===== src/rtl/decode_stage.sv =====
// RV32I decode stage: instruction/regfile read in, registered ALU operation and
// operands out over a valid/ready handshake with stall and flush.

package alu_pkg;
  typedef enum logic [3:0] {
    ALU_ADD = 4'd0,
    ALU_SUB = 4'd1,
    ALU_SLL = 4'd2,
    ALU_LT  = 4'd3,
    ALU_LTU = 4'd4,
    ALU_XOR = 4'd5,
    ALU_SRL = 4'd6,
    ALU_SRA = 4'd7,
    ALU_OR  = 4'd8,
    ALU_AND = 4'd9,
    ALU_EQ  = 4'd10,
    ALU_NE  = 4'd11,
    ALU_GE  = 4'd12,
    ALU_GEU = 4'd13,
    ALU_IMM = 4'd14,
    ALU_PC4 = 4'd15
  } alu_operation_t;
endpackage

module decode_stage
  import alu_pkg::*;
(
  input  logic                 clk,
  input  logic                 reset,
  input  logic                 in_valid,
  output logic                 in_ready,
  input  logic [31:0]          in_instr,
  input  logic [31:0]          in_pc,
  output logic [4:0]           rs1_addr,
  output logic [4:0]           rs2_addr,
  input  logic [31:0]          rs1_data,
  input  logic [31:0]          rs2_data,
  input  logic                 flush,
  output logic                 out_valid,
  input  logic                 out_ready,
  output alu_operation_t       out_operation,
  output logic [31:0]          out_lhs,
  output logic [31:0]          out_rhs,
  output logic [31:0]          out_imm,
  output logic [31:0]          out_pc,
  output logic [31:0]          out_rs2_data,
  output logic [4:0]           out_rd,
  output logic                 out_reg_write,
  output logic                 out_branch,
  output logic                 out_jal,
  output logic                 out_jalr,
  output logic                 out_load,
  output logic                 out_store,
  output logic [2:0]           out_funct3,
  output logic                 out_illegal
);

  logic [6:0]     opcode;
  logic [2:0]     funct3;
  logic [6:0]     funct7;
  logic [4:0]     rd;
  logic [31:0]    rs1_val, rs2_val;
  logic [31:0]    imm_i, imm_s, imm_b, imm_u, imm_j;
  alu_operation_t d_op;
  logic [31:0]    d_lhs, d_rhs, d_imm;
  logic           d_writes, d_branch, d_jal, d_jalr, d_load, d_store, d_illegal;
  logic           accept;

  assign opcode   = in_instr[6:0];
  assign funct3   = in_instr[14:12];
  assign funct7   = in_instr[31:25];
  assign rd       = in_instr[11:7];
  assign rs1_addr = in_instr[19:15];
  assign rs2_addr = in_instr[24:20];

  // x0 is hardwired to zero whatever the register file returns
  assign rs1_val = (rs1_addr == 5'd0) ? 32'd0 : rs1_data;
  assign rs2_val = (rs2_addr == 5'd0) ? 32'd0 : rs2_data;

  assign imm_i = {{20{in_instr[31]}}, in_instr[31:20]};
  assign imm_s = {{20{in_instr[31]}}, in_instr[31:25], in_instr[11:7]};
  assign imm_b = {{19{in_instr[31]}}, in_instr[31], in_instr[7], in_instr[30:25],
                  in_instr[11:8], 1'b0};
  assign imm_u = {in_instr[31:12], 12'd0};
  assign imm_j = {{11{in_instr[31]}}, in_instr[31], in_instr[19:12], in_instr[20],
                  in_instr[30:21], 1'b0};

  assign in_ready = !out_valid || out_ready;
  assign accept   = in_valid && in_ready;

  function automatic alu_operation_t arith_op(input logic [2:0] f3, input logic alt);
    alu_operation_t op;
    case (f3)
      3'd0:    op = alt ? ALU_SUB : ALU_ADD;
      3'd1:    op = ALU_SLL;
      3'd2:    op = ALU_LT;
      3'd3:    op = ALU_LTU;
      3'd4:    op = ALU_XOR;
      3'd5:    op = alt ? ALU_SRA : ALU_SRL;
      3'd6:    op = ALU_OR;
      default: op = ALU_AND;
    endcase
    return op;
  endfunction

  always_comb begin
    d_op      = ALU_ADD;
    d_lhs     = 32'd0;
    d_rhs     = 32'd0;
    d_imm     = 32'd0;
    d_writes  = 1'b0;
    d_branch  = 1'b0;
    d_jal     = 1'b0;
    d_jalr    = 1'b0;
    d_load    = 1'b0;
    d_store   = 1'b0;
    d_illegal = 1'b0;
    case (opcode)
      7'h33: begin
        if (funct7 == 7'h00 || (funct7 == 7'h20 && (funct3 == 3'd0 || funct3 == 3'd5))) begin
          d_op     = arith_op(funct3, funct7[5]);
          d_lhs    = rs1_val;
          d_rhs    = rs2_val;
          d_writes = 1'b1;
        end else begin
          d_illegal = 1'b1;
        end
      end
      7'h13: begin
        d_imm = imm_i;
        if ((funct3 == 3'd1 && funct7 != 7'h00) ||
            (funct3 == 3'd5 && funct7 != 7'h00 && funct7 != 7'h20)) begin
          d_illegal = 1'b1;
        end else begin
          // shifts take only the shamt field; bit 30 picks arithmetic right shift
          d_op     = arith_op(funct3, funct3 == 3'd5 && funct7[5]);
          d_lhs    = rs1_val;
          d_rhs    = (funct3 == 3'd1 || funct3 == 3'd5) ? {27'd0, imm_i[4:0]} : imm_i;
          d_writes = 1'b1;
        end
      end
      7'h37: begin
        d_op     = ALU_IMM;
        d_rhs    = imm_u;
        d_imm    = imm_u;
        d_writes = 1'b1;
      end
      7'h17: begin
        d_lhs    = in_pc;
        d_rhs    = imm_u;
        d_imm    = imm_u;
        d_writes = 1'b1;
      end
      7'h6F: begin
        d_op     = ALU_PC4;
        d_lhs    = in_pc;
        d_rhs    = imm_j;
        d_imm    = imm_j;
        d_writes = 1'b1;
        d_jal    = 1'b1;
      end
      7'h67: begin
        d_imm = imm_i;
        if (funct3 == 3'd0) begin
          d_op     = ALU_PC4;
          d_lhs    = in_pc;
          d_rhs    = imm_i;
          d_writes = 1'b1;
          d_jalr   = 1'b1;
        end else begin
          d_illegal = 1'b1;
        end
      end
      7'h63: begin
        d_imm    = imm_b;
        d_lhs    = rs1_val;
        d_rhs    = rs2_val;
        d_branch = 1'b1;
        case (funct3)
          3'd0:    d_op = ALU_EQ;
          3'd1:    d_op = ALU_NE;
          3'd4:    d_op = ALU_LT;
          3'd5:    d_op = ALU_GE;
          3'd6:    d_op = ALU_LTU;
          3'd7:    d_op = ALU_GEU;
          default: d_illegal = 1'b1;
        endcase
      end
      7'h03: begin
        d_lhs    = rs1_val;
        d_rhs    = imm_i;
        d_imm    = imm_i;
        d_writes = 1'b1;
        d_load   = 1'b1;
      end
      7'h23: begin
        d_lhs   = rs1_val;
        d_rhs   = imm_s;
        d_imm   = imm_s;
        d_store = 1'b1;
      end
      7'h0F, 7'h73: begin
        d_op = ALU_ADD;
      end
      default: d_illegal = 1'b1;
    endcase
    // an illegal word still occupies a slot, but as a harmless ADD with no side effects
    if (d_illegal) begin
      d_op     = ALU_ADD;
      d_lhs    = 32'd0;
      d_rhs    = 32'd0;
      d_writes = 1'b0;
      d_branch = 1'b0;
      d_jal    = 1'b0;
      d_jalr   = 1'b0;
      d_load   = 1'b0;
      d_store  = 1'b0;
    end
  end

  always_ff @(posedge clk) begin
    if (reset) begin
      out_valid     <= 1'b0;
      out_operation <= ALU_ADD;
      out_lhs       <= 32'd0;
      out_rhs       <= 32'd0;
      out_imm       <= 32'd0;
      out_pc        <= 32'd0;
      out_rs2_data  <= 32'd0;
      out_rd        <= 5'd0;
      out_reg_write <= 1'b0;
      out_branch    <= 1'b0;
      out_jal       <= 1'b0;
      out_jalr      <= 1'b0;
      out_load      <= 1'b0;
      out_store     <= 1'b0;
      out_funct3    <= 3'd0;
      out_illegal   <= 1'b0;
    end else begin
      if (flush)          out_valid <= 1'b0;
      else if (accept)    out_valid <= 1'b1;
      else if (out_ready) out_valid <= 1'b0;
      if (accept && !flush) begin
        out_operation <= d_op;
        out_lhs       <= d_lhs;
        out_rhs       <= d_rhs;
        out_imm       <= d_imm;
        out_pc        <= in_pc;
        out_rs2_data  <= rs2_val;
        out_rd        <= rd;
        out_reg_write <= d_writes && (rd != 5'd0);
        out_branch    <= d_branch;
        out_jal       <= d_jal;
        out_jalr      <= d_jalr;
        out_load      <= d_load;
        out_store     <= d_store;
        out_funct3    <= funct3;
        out_illegal   <= d_illegal;
      end
    end
  end

endmodule


===== config.mk =====
export PLATFORM = sky130hd
export DESIGN_NAME = decode_stage
export DESIGN_NICKNAME = d
export VERILOG_FILES = /design/src/rtl/decode_stage.sv
export SDC_FILE = /design/constraint.sdc
export NUM_CORES = 1
export LEC_CHECK = 0
export ABC_CLOCK_PERIOD_IN_PS = 2800
export CAP_MARGIN = 20
export CORE_ASPECT_RATIO = 0.5
export CORE_MARGIN = 1.5
export CORE_UTILIZATION = 43
export CTS_BUF_LIST = sky130_fd_sc_hd__clkbuf_4 sky130_fd_sc_hd__clkbuf_8 sky130_fd_sc_hd__clkbuf_16
export CTS_CLUSTER_DIAMETER = 200
export CTS_CLUSTER_SIZE = 28
export DETAILED_ROUTE_END_ITERATION = 8
export GPL_TIMING_DRIVEN = 0
export PLACE_DENSITY = 0.78
export SETUP_SLACK_MARGIN = 0.15
export SYNTH_ARGS = -nofsm -noshare
export SYNTH_HDL_FRONTEND = slang
export SYNTH_SLANG_ARGS = --single-unit

===== constraint.sdc =====
create_clock -name clk -period 2.8 [get_ports clk]
set_input_delay 0.56 -clock clk [delete_from_list [all_inputs] [get_ports clk]]
set_output_delay 0.56 -clock clk [all_outputs]
set_load 0.01 [all_outputs]

Word level (Yosys, flattened, before mapping):

Index checks and enable logic that the tools add are counted.

* multiplexer cells: 48
* reductions and logical operators: 30
* equal/unequal tests: 20

Operators by type and width (number)
* $mux 32: 11
* $pmux 32 s5: 2
* $pmux 32 s8: 1
* $pmux 4 s7: 2
* $pmux 4 s6: 2
* $eq 7x6->1 const B: 4
* $eq 7x7->1 const B: 4
* $mux 1: 24
* $mux 4: 4
* $eq 7x5->1 const B: 2
* $eq 3x3->1 const B: 4
* $logic_not 5->1: 2
* $logic_and 1x1->1: 8
* $eq 7x2->1 const B: 1
* $eq 7x4->1 const B: 1
* $logic_not 7->1: 1
* $ne 7x6->1 const B: 1
* $reduce_bool 7->1: 1
* $reduce_or 7->1: 1
* $eq 3x2->1 const B: 2
* $reduce_or 2->1: 3
* $reduce_or 3->1: 2
* $reduce_or 6->1: 1
* $logic_or 1x1->1: 5
* other kinds (8): 9

* logic and storage cells: 114
* input port bits: 133
* bits in registers: 180
* output and inout bits: 191

Logic depth before layout (Yosys ltp):

Gate-level depths: netlist of the first run.

* depth after elaboration: 8
* gate-level depth with buffers: 9
* mapped depth without buffers: 6

Worst setup path after synthesis of the first run:

No wires, ideal clock.

* kind: input to register
* start point: input in_instr[14]
* end point: register out_rhs[31]
* setup time: 0.069 ns
* cell stages on the path: 8
* data required time: 2.731 ns
* setup slack: 0.486 ns
* buffers on the path: 2
* data arrival time: 2.246 ns
* cell sequence: buf_2 > xor2_1 > o21ai_2 > nand3_1 > o22a_2 > or4_4 > buf_6 > o21ai_1

* cells in the longest elaborated chain, start to end: 7
* elaborated cells between the ends (all ways): 26
* classes of those cells: eq/ne (5); mux (11); reduce/logical (10)

Ends and longest elaborated chain
* start: declaration: line 32 `input logic [31:0] in_instr,`
* $eq 3x3->1 / $logic_not 3->1 (equally long branches)
* $logic_and 1x1->1 / $logic_or 1x1->1 (equally long branches): line 132, 120
* $logic_and 1x1->1 (on tied branches): line 132, 120
* $logic_or 1x1->1 (on tied branches): line 131, 120
* $mux 32 (tied with other cells): line 131 `if ((funct3 == 3'd1 && funct7 != 7'h00) ||`
* $pmux 32 s8 / $pmux 1 s5 (equally long branches): line 118 `case (opcode)`
* $mux 32 *: line 208 `if (d_illegal) begin`
* end signal: assignment: line 246 `out_rhs <= d_rhs;`
* end: declaration: line 43 `output logic [31:0] out_rhs,`

Mark *: on every way between the ends. The rest lies on a longest branch, timed or not.
A chain may end at the register's enable or synchronous reset.

Worst setup path in the final report of the first run:

* start point: input in_instr[0]
* end point: register out_rhs[7]

* cells in the longest elaborated chain, start to end: 4
* elaborated cells between the ends (all ways): 16
* classes of those cells: eq/ne (11); mux (3); reduce/logical (2)

Ends and longest elaborated chain (line)
* $eq 7x4->1 (tied with other cells): 118
* $reduce_or 7->1 (no line) / $reduce_or 2->1 (equally long branches)
* $pmux 1 s5 / $pmux 32 s8 (equally long branches): 118
* $mux 32 *: 208

Marks and branches as above.

==> results of run 1 <==
-- synthesized netlist by cell type (4+ instances only) --
library cell / n / area, µm²
a32oi_1: 8 / 70.1
o21ai_1: 63 / 315
nor2b_1: 7 / 43.8
a211oi_1: 10 / 75.1
nor3_1: 15 / 75.1
inv_1: 5 / 18.8
a221oi_1: 11 / 96.3
nand3_1: 20 / 100
nand2_1: 254 / 953
buf_4: 11 / 82.6
buf_6: 6 / 67.6
nand2b_1: 10 / 62.6
o21ai_2: 10 / 87.6
a311oi_1: 10 / 87.6
o31ai_1: 4 / 30.0
clkbuf_1: 63 / 236
dfxtp_1: 180 / 3600
o21ai_0: 21 / 105
and2_1: 25 / 156
a21oi_1: 104 / 521
nor2_1: 32 / 120
and3_1: 5 / 31.3
a22oi_1: 37 / 278
a222oi_1: 5 / 50.1
buf_2: 6 / 30.0
a22o_1: 4 / 35.0
-- tightest hold or removal path, stage by stage (launching register included) --
cell	delay, ns
dfxtp_1	0.31
nand2_1	0.05
o21ai_1	0.05
-- metal layers --
metal  GRT usage  up-vias  wire length (µm)
li1            -     4113                 -
met1       0.426     4116             13000
met2       0.506      453             13900
met3      0.0794       52              3120
met4       0.105        0               749
met5           0        -                 0
-- cell type report --
type | count | area, µm² | area share
Buffer | 89 | 463 | 0.0383
Multi-Input combinational cell | 704 | 3860 | 0.319
Clock buffer | 19 | 447 | 0.0370
Timing Repair Buffer | 327 | 3260 | 0.270
Clock inverter | 11 | 129 | 0.0107
Tap cell | 234 | 293 | 0.0242
Sequential cell | 180 | 3600 | 0.298
Inverter | 5 | 22.5 | 0.00187
-- report_power, final --
group / switching, mW / internal [mW] / total [mW]
clock network: 1.02 / 1.35 / 2.37
logic: 0.415 / 0.385 / 0.800
registers: 0.0315 / 2.62 / 2.65
total: 1.47 / 4.35 / 5.81
-- cell usage in the layout, fill, tap and decap left out, drive strengths merged, types with 4 or more instances in the layout --
| cell type | count |
|---|---|
| nor3 | 15 |
| dlygate4sd2 | 4 |
| nand2 | 254 |
| o21ai | 94 |
| a21oi | 104 |
| a32oi | 8 |
| o31ai | 4 |
| a22oi | 37 |
| a221oi | 11 |
| dfxtp | 180 |
| clkinv | 5 |
| or4 | 5 |
| nor2b | 7 |
| a222oi | 5 |
| nand2b | 10 |
| a211oi | 10 |
| nor2 | 32 |
| inv | 6 |
| and2 | 26 |
| nand3 | 20 |
| clkbuf | 82 |
| and3 | 5 |
| clkdlybuf4s50 | 314 |
| buf | 32 |
| a22o | 4 |
| a311oi | 10 |
-- worst paths after layout --
check                                   end  slack [ns]
worst max-delay path             out_rhs[7]        0.17
worst min-delay path             out_lhs[7]        0.45
worst max register to register  out_lhs[24]        0.43
worst min register to register   out_lhs[7]        0.45
-- repair_timing --
action                     CTS  global route
pin swaps                    5             0
setup buffers                4             2
setup endpoints to repair  101            97
gates resized for setup     34            32
-- kinds of logic after synthesis --
| logic type | count (synthesis) |
|---|---|
| DFF | 180 |
| buffers and inverters | 94 |
| xor gates and xnor gates | 1 |
| AOI/OAI and AO/OA | 308 |
| and+or+nand+nor | 395 |
-- registers in the layout, summed over array words and instances (netlist names), 3 cells and up --
register,flops
out_imm,32
out_lhs,32
out_pc,32
out_rhs,32
out_rs2_data,32
out_rd,5
out_operation,4
out_funct3,3
-- stage by stage --
step | setup WS [ns] | instances | instance area [µm²] | hold slack (ns) | utilization
after CTS | 0.153 | 1567 | 12000 | 0.451 | 0.684
final | 0.175 | 1569 | 12100 | 0.449 | 0.689
after floorplan | 0.486 | 978 | 7760 | 0.471 | -
after global routing | 0.118 | 1569 | 12100 | 0.467 | 0.689
after detailed placement | -1.02 | 1533 | 11300 | 0.442 | 0.643
after global placement | -1.09 | 1533 | 11300 | 0.435 | 0.643
==> flow_summary.ini, run 1 <==
[outcome]
run_status = complete, no violations

[synth]
netlist_area_um2 = 7760
synth.distinct_cells = 55
synth_top_family_by_area = compound AO/OA/AOI/OAI gates
synth-compound-area-share = 0.249
synth-async-reset-ratio = 0
synth_seq_area_share = 0.464
ys_seq_elements = 180
synth-simple-area-share = 0.228
yosys.area_share.xor_xnor = 0.00113
yosysWarnings = 0
ys.flop_type = dfxtp_1
avgSynthCellArea_um2 = 7.94
synth_nets = 1111
synthAdderAreaFrac = 0
synth.area.mux_share = 0
syn_inst = 978
synth-edff-count = 0

[floorplan]
ios = 324
chipHeight_um = 98.0
die_w_um = 193
rows = 34
fp.dieArea_um2 = 18900
start_util = 0.443
core_area_um2 = 17500

[critical_path]
r2r_start = out_valid
start_kind = input pin
critPathLaunch = in_instr[0]
critical-path-max-stage-delay_ns = 0.56
crit_type = in2reg
critPathCaptureType = register
critPathBufInv = 3
arrival_ns = 2.97
cpLargestDelayFamily = buffers and inverters
critPathSlowestCell = clkdlybuf4s50_1
worstRegToRegCells = 8
required_ns = 3.15
crit_chain = clkdlybuf4s50_1, and3b_1, clkbuf_1, nand2_1, o21ai_0, o22a_2, or4_4, buf_6, o21ai_1
crit_fanout = 10
cp.depth = 9

[power]
leakage_nw = 4.16
power.density_nw_per_um2 = 482
ir_drop_v = 0.000445
total_power_mw = 5.81

[cells_and_area]
drive_gt1_frac = 0.0869
antenna_cells = 0
fill_cells = 1502
final_nets = 1457
syn2layout_area_growth_pct = 55.5

[route]
wirelength_mm = 30.8
wire_per_inst_um = 19.7
drcViolationCount = 0
viasPerCell = 5.57
num_vias = 8734
drt_iter0_drc = 806
final_antenna_net_count = 0
first_pass_iters = 5

[sta]
report.final.slew_viol_count = 0
setup_viol = 0
rsz0062_at_grt = true
clock_skew_ns = 0.00535
fin_crit_sh = 0.938
hold_violations = 0
fmax_mhz = 381
tns_ns = 0
tightest_slew_ns = 0.958
finalCriticalPeriod_ns = 2.63
slew-limit-headroom = 0.361

[clock_network]
clk-insertion-delay-late_ns = 0.43
cts_buffers = 17
clock_sinks = 180
ctsHoldBuffers = 0
htreeDepth = 4
clockBufferDepth = 2
cts_tree = yes
path_clk_slew_ns = 0.07
clockRootBuffer = clkbuf_16

[hold_path]
min_delay_path_depth = 2
hold_start = out_lhs[7]
hp-class = reg2reg

[placed_design]
dp_hpwl_mm = 23.7
io_buffers = 321
gp_congestion = 0.908

[global_route]
grt_use_total = 0.319
grt_max_degree = 17
grt_pass1_wl_mm = 46.5
grt_overflow = 0
grt_pass1_vias = 8338
antenna_found_initial = 0

[flow_run]
max-cap-violations = 0
(Power assumes the default switching activity.)
==> inputs of run 2 (changes only) <==
--- a/config.mk
+++ b/config.mk
@@ -8,15 +8,16 @@
 export ABC_CLOCK_PERIOD_IN_PS = 2800
 export CAP_MARGIN = 20
 export CORE_ASPECT_RATIO = 0.5
-export CORE_MARGIN = 1.5
+export CORE_MARGIN = 2
 export CORE_UTILIZATION = 43
-export CTS_BUF_LIST = sky130_fd_sc_hd__clkbuf_4 sky130_fd_sc_hd__clkbuf_8 sky130_fd_sc_hd__clkbuf_16
+export CTS_BUF_LIST = sky130_fd_sc_hd__clkbuf_8 sky130_fd_sc_hd__clkbuf_16
 export CTS_CLUSTER_DIAMETER = 200
 export CTS_CLUSTER_SIZE = 28
 export DETAILED_ROUTE_END_ITERATION = 8
 export GPL_TIMING_DRIVEN = 0
 export PLACE_DENSITY = 0.78
 export SETUP_SLACK_MARGIN = 0.15
+export SLEW_MARGIN = 20
 export SYNTH_ARGS = -nofsm -noshare
 export SYNTH_HDL_FRONTEND = slang
 export SYNTH_SLANG_ARGS = --single-unit
==> run 2 against run 1 <==
- via count increased by 1.7%
- cell area about the same
- utilization increased by 0.064 points
==> flow_summary.ini, run 2 (synthesis gave the netlist of run 1 again) <==
[outcome]
run_status = complete, no violations

[floorplan]
rows = 34
die_w_um = 194
fp.dieArea_um2 = 19200
core_area_um2 = 17500
ios = 324
start_util = 0.443
chipHeight_um = 99.0

[critical_path]
required_ns = 3.16
crit_chain = clkdlybuf4s50_1, clkbuf_2, nor3_2, o211ai_1, buf_4, a21oi_1, clkbuf_4, a221oi_1, o21ai_2
critical-path-max-stage-delay_ns = 0.50
critPathSlowestCell = clkdlybuf4s50_1
crit_fanout = 10
start_kind = input pin
crit_type = in2reg
arrival_ns = 2.97
critPathCaptureType = register

[cells_and_area]
regArea_um2 = 3600
final_nets = 1460
layout_commonest_cell = clkdlybuf4s50_1
post-route-util = 0.690
layout_common_cells = clkdlybuf4s50_1 (313), nand2_1 (254), dfxtp_1 (180), a21oi_1 (101), o21ai_1 (63)
multi_input_comb_area_um2 = 3850
fill_cells = 1440
antenna_cells = 0
syn2layout_area_growth_pct = 55.7
drive_gt1_frac = 0.0933

[sta]
tightest_slew_ns = 0.894
setup_viol = 0
report.final.slew_viol_count = 0
fin_crit_sh = 0.931
fmax_mhz = 384
hold_violations = 0
slew-limit-headroom = 0.401
clock_skew_ns = 0.0115
finalCriticalPeriod_ns = 2.61
rsz0062_at_grt = false
timing.hold.ws_ns = 0.448

[global_route]
grt_pass1_vias = 8359
globalRouteMet2Util = 0.502
grt_use_met1 = 0.428
grt_overflow = 0
grt_use_total = 0.319
antenna_found_initial = 0
grt_use_met3 = 0.0866
grt_pass1_wl_mm = 47.8
grt_max_degree = 18
top_usage_layer = met2

[flow_run]
max-cap-violations = 0

[power]
leakage_nw = 4.18
ir_drop_v = 0.000403
power.density_nw_per_um2 = 476

[placed_design]
gp_congestion = 0.923
dp_hpwl_mm = 24.0
io_buffers = 321

[clock_network]
cts_buffers = 17
clockRootBuffer = clkbuf_16
ctsHoldBuffers = 0
clockBufferDepth = 2
htreeDepth = 4
clock_sinks = 180
path_clk_slew_ns = 0.07
cts_tree = yes
clk-insertion-delay-late_ns = 0.43

[hold_path]
hp-class = reg2reg

[route]
num_vias = 8885
viasPerCell = 5.64
wire_per_inst_um = 20.3
wirelength_mm = 31.9
drcViolationCount = 0
first_pass_iters = 5
drt_iter0_drc = 782
final_antenna_net_count = 0
-- run 2: changes by cell type in the layout (fill, tap and decap cells not counted), moves of 2 or more --
cell            delta
clkbuf_4           +2
dlymetal6s2s_1     +2
nor2_2             +2
buf_4              +2
inv_8              +2
clkbuf_1           -4
inv_6              +3
clkbuf_2           +3
nor3_2             +2
bufinv_16          -2
-- run 2: per-stage QoR --
step	setup slack [ns]	setup TNS, ns	cells	power [mW]	area [µm²]
after floorplan	0.486	0	978	3.00	7760
after global placement	-0.982	-80.60	1533	3.46	11300
after detailed placement	-0.900	-73.65	1533	3.47	11300
after CTS	0.0773	0	1572	5.75	12000
after global routing	0.152	0	1574	5.93	12100
final	0.194	0	1574	5.75	12100
-- run 2: worst paths after layout --
path,startpoint,endpoint,slack (ns),depth (start not counted)
worst min register to register,out_lhs[19],out_lhs[19],0.45,2
worst min-delay path,out_lhs[19],out_lhs[19],0.45,2
worst max-delay path,in_instr[12],out_rhs[25],0.19,9
worst max register to register,out_valid,out_rhs[31],0.46,8
-- run 2: area by class of cell --
cell class,count,area share
Buffer,89,0.0391
Clock buffer,18,0.0363
Clock inverter,14,0.00963
Inverter,5,0.00186
Multi-Input combinational cell,704,0.318
Sequential cell,180,0.298
Tap cell,234,0.0242
Timing Repair Buffer,330,0.272
-- run 2: timing repair --
action,CTS,global route
buffers inserted,7,2
endpoints found under the setup margin,102,94
hold endpoints to repair,0,0
resized for setup,36,37
pin swaps,4,1
-- run 2: metal layers --
layer  part of all wire  vias up
met5                  0        -
li1                   -     4119
met3              0.095       65
met4              0.023        0
met1               0.43     4223
met2               0.45      478
-- run 2: worst max-delay path, delay by kind of cell --
| kind | cells | cell delay (ns) |
|---|---|---|
| buffers and inverters | 4 | 1.24 |
| AOI/OAI and AO/OA | 4 | 0.75 |
| and+or+nand+nor | 1 | 0.40 |
-- run 2: power breakdown --
| group | switching (mW) | internal [mW] |
|---|---|---|
| clock network | 1.11 | 1.19 |
| logic | 0.419 | 0.386 |
| registers | 0.0320 | 2.62 |
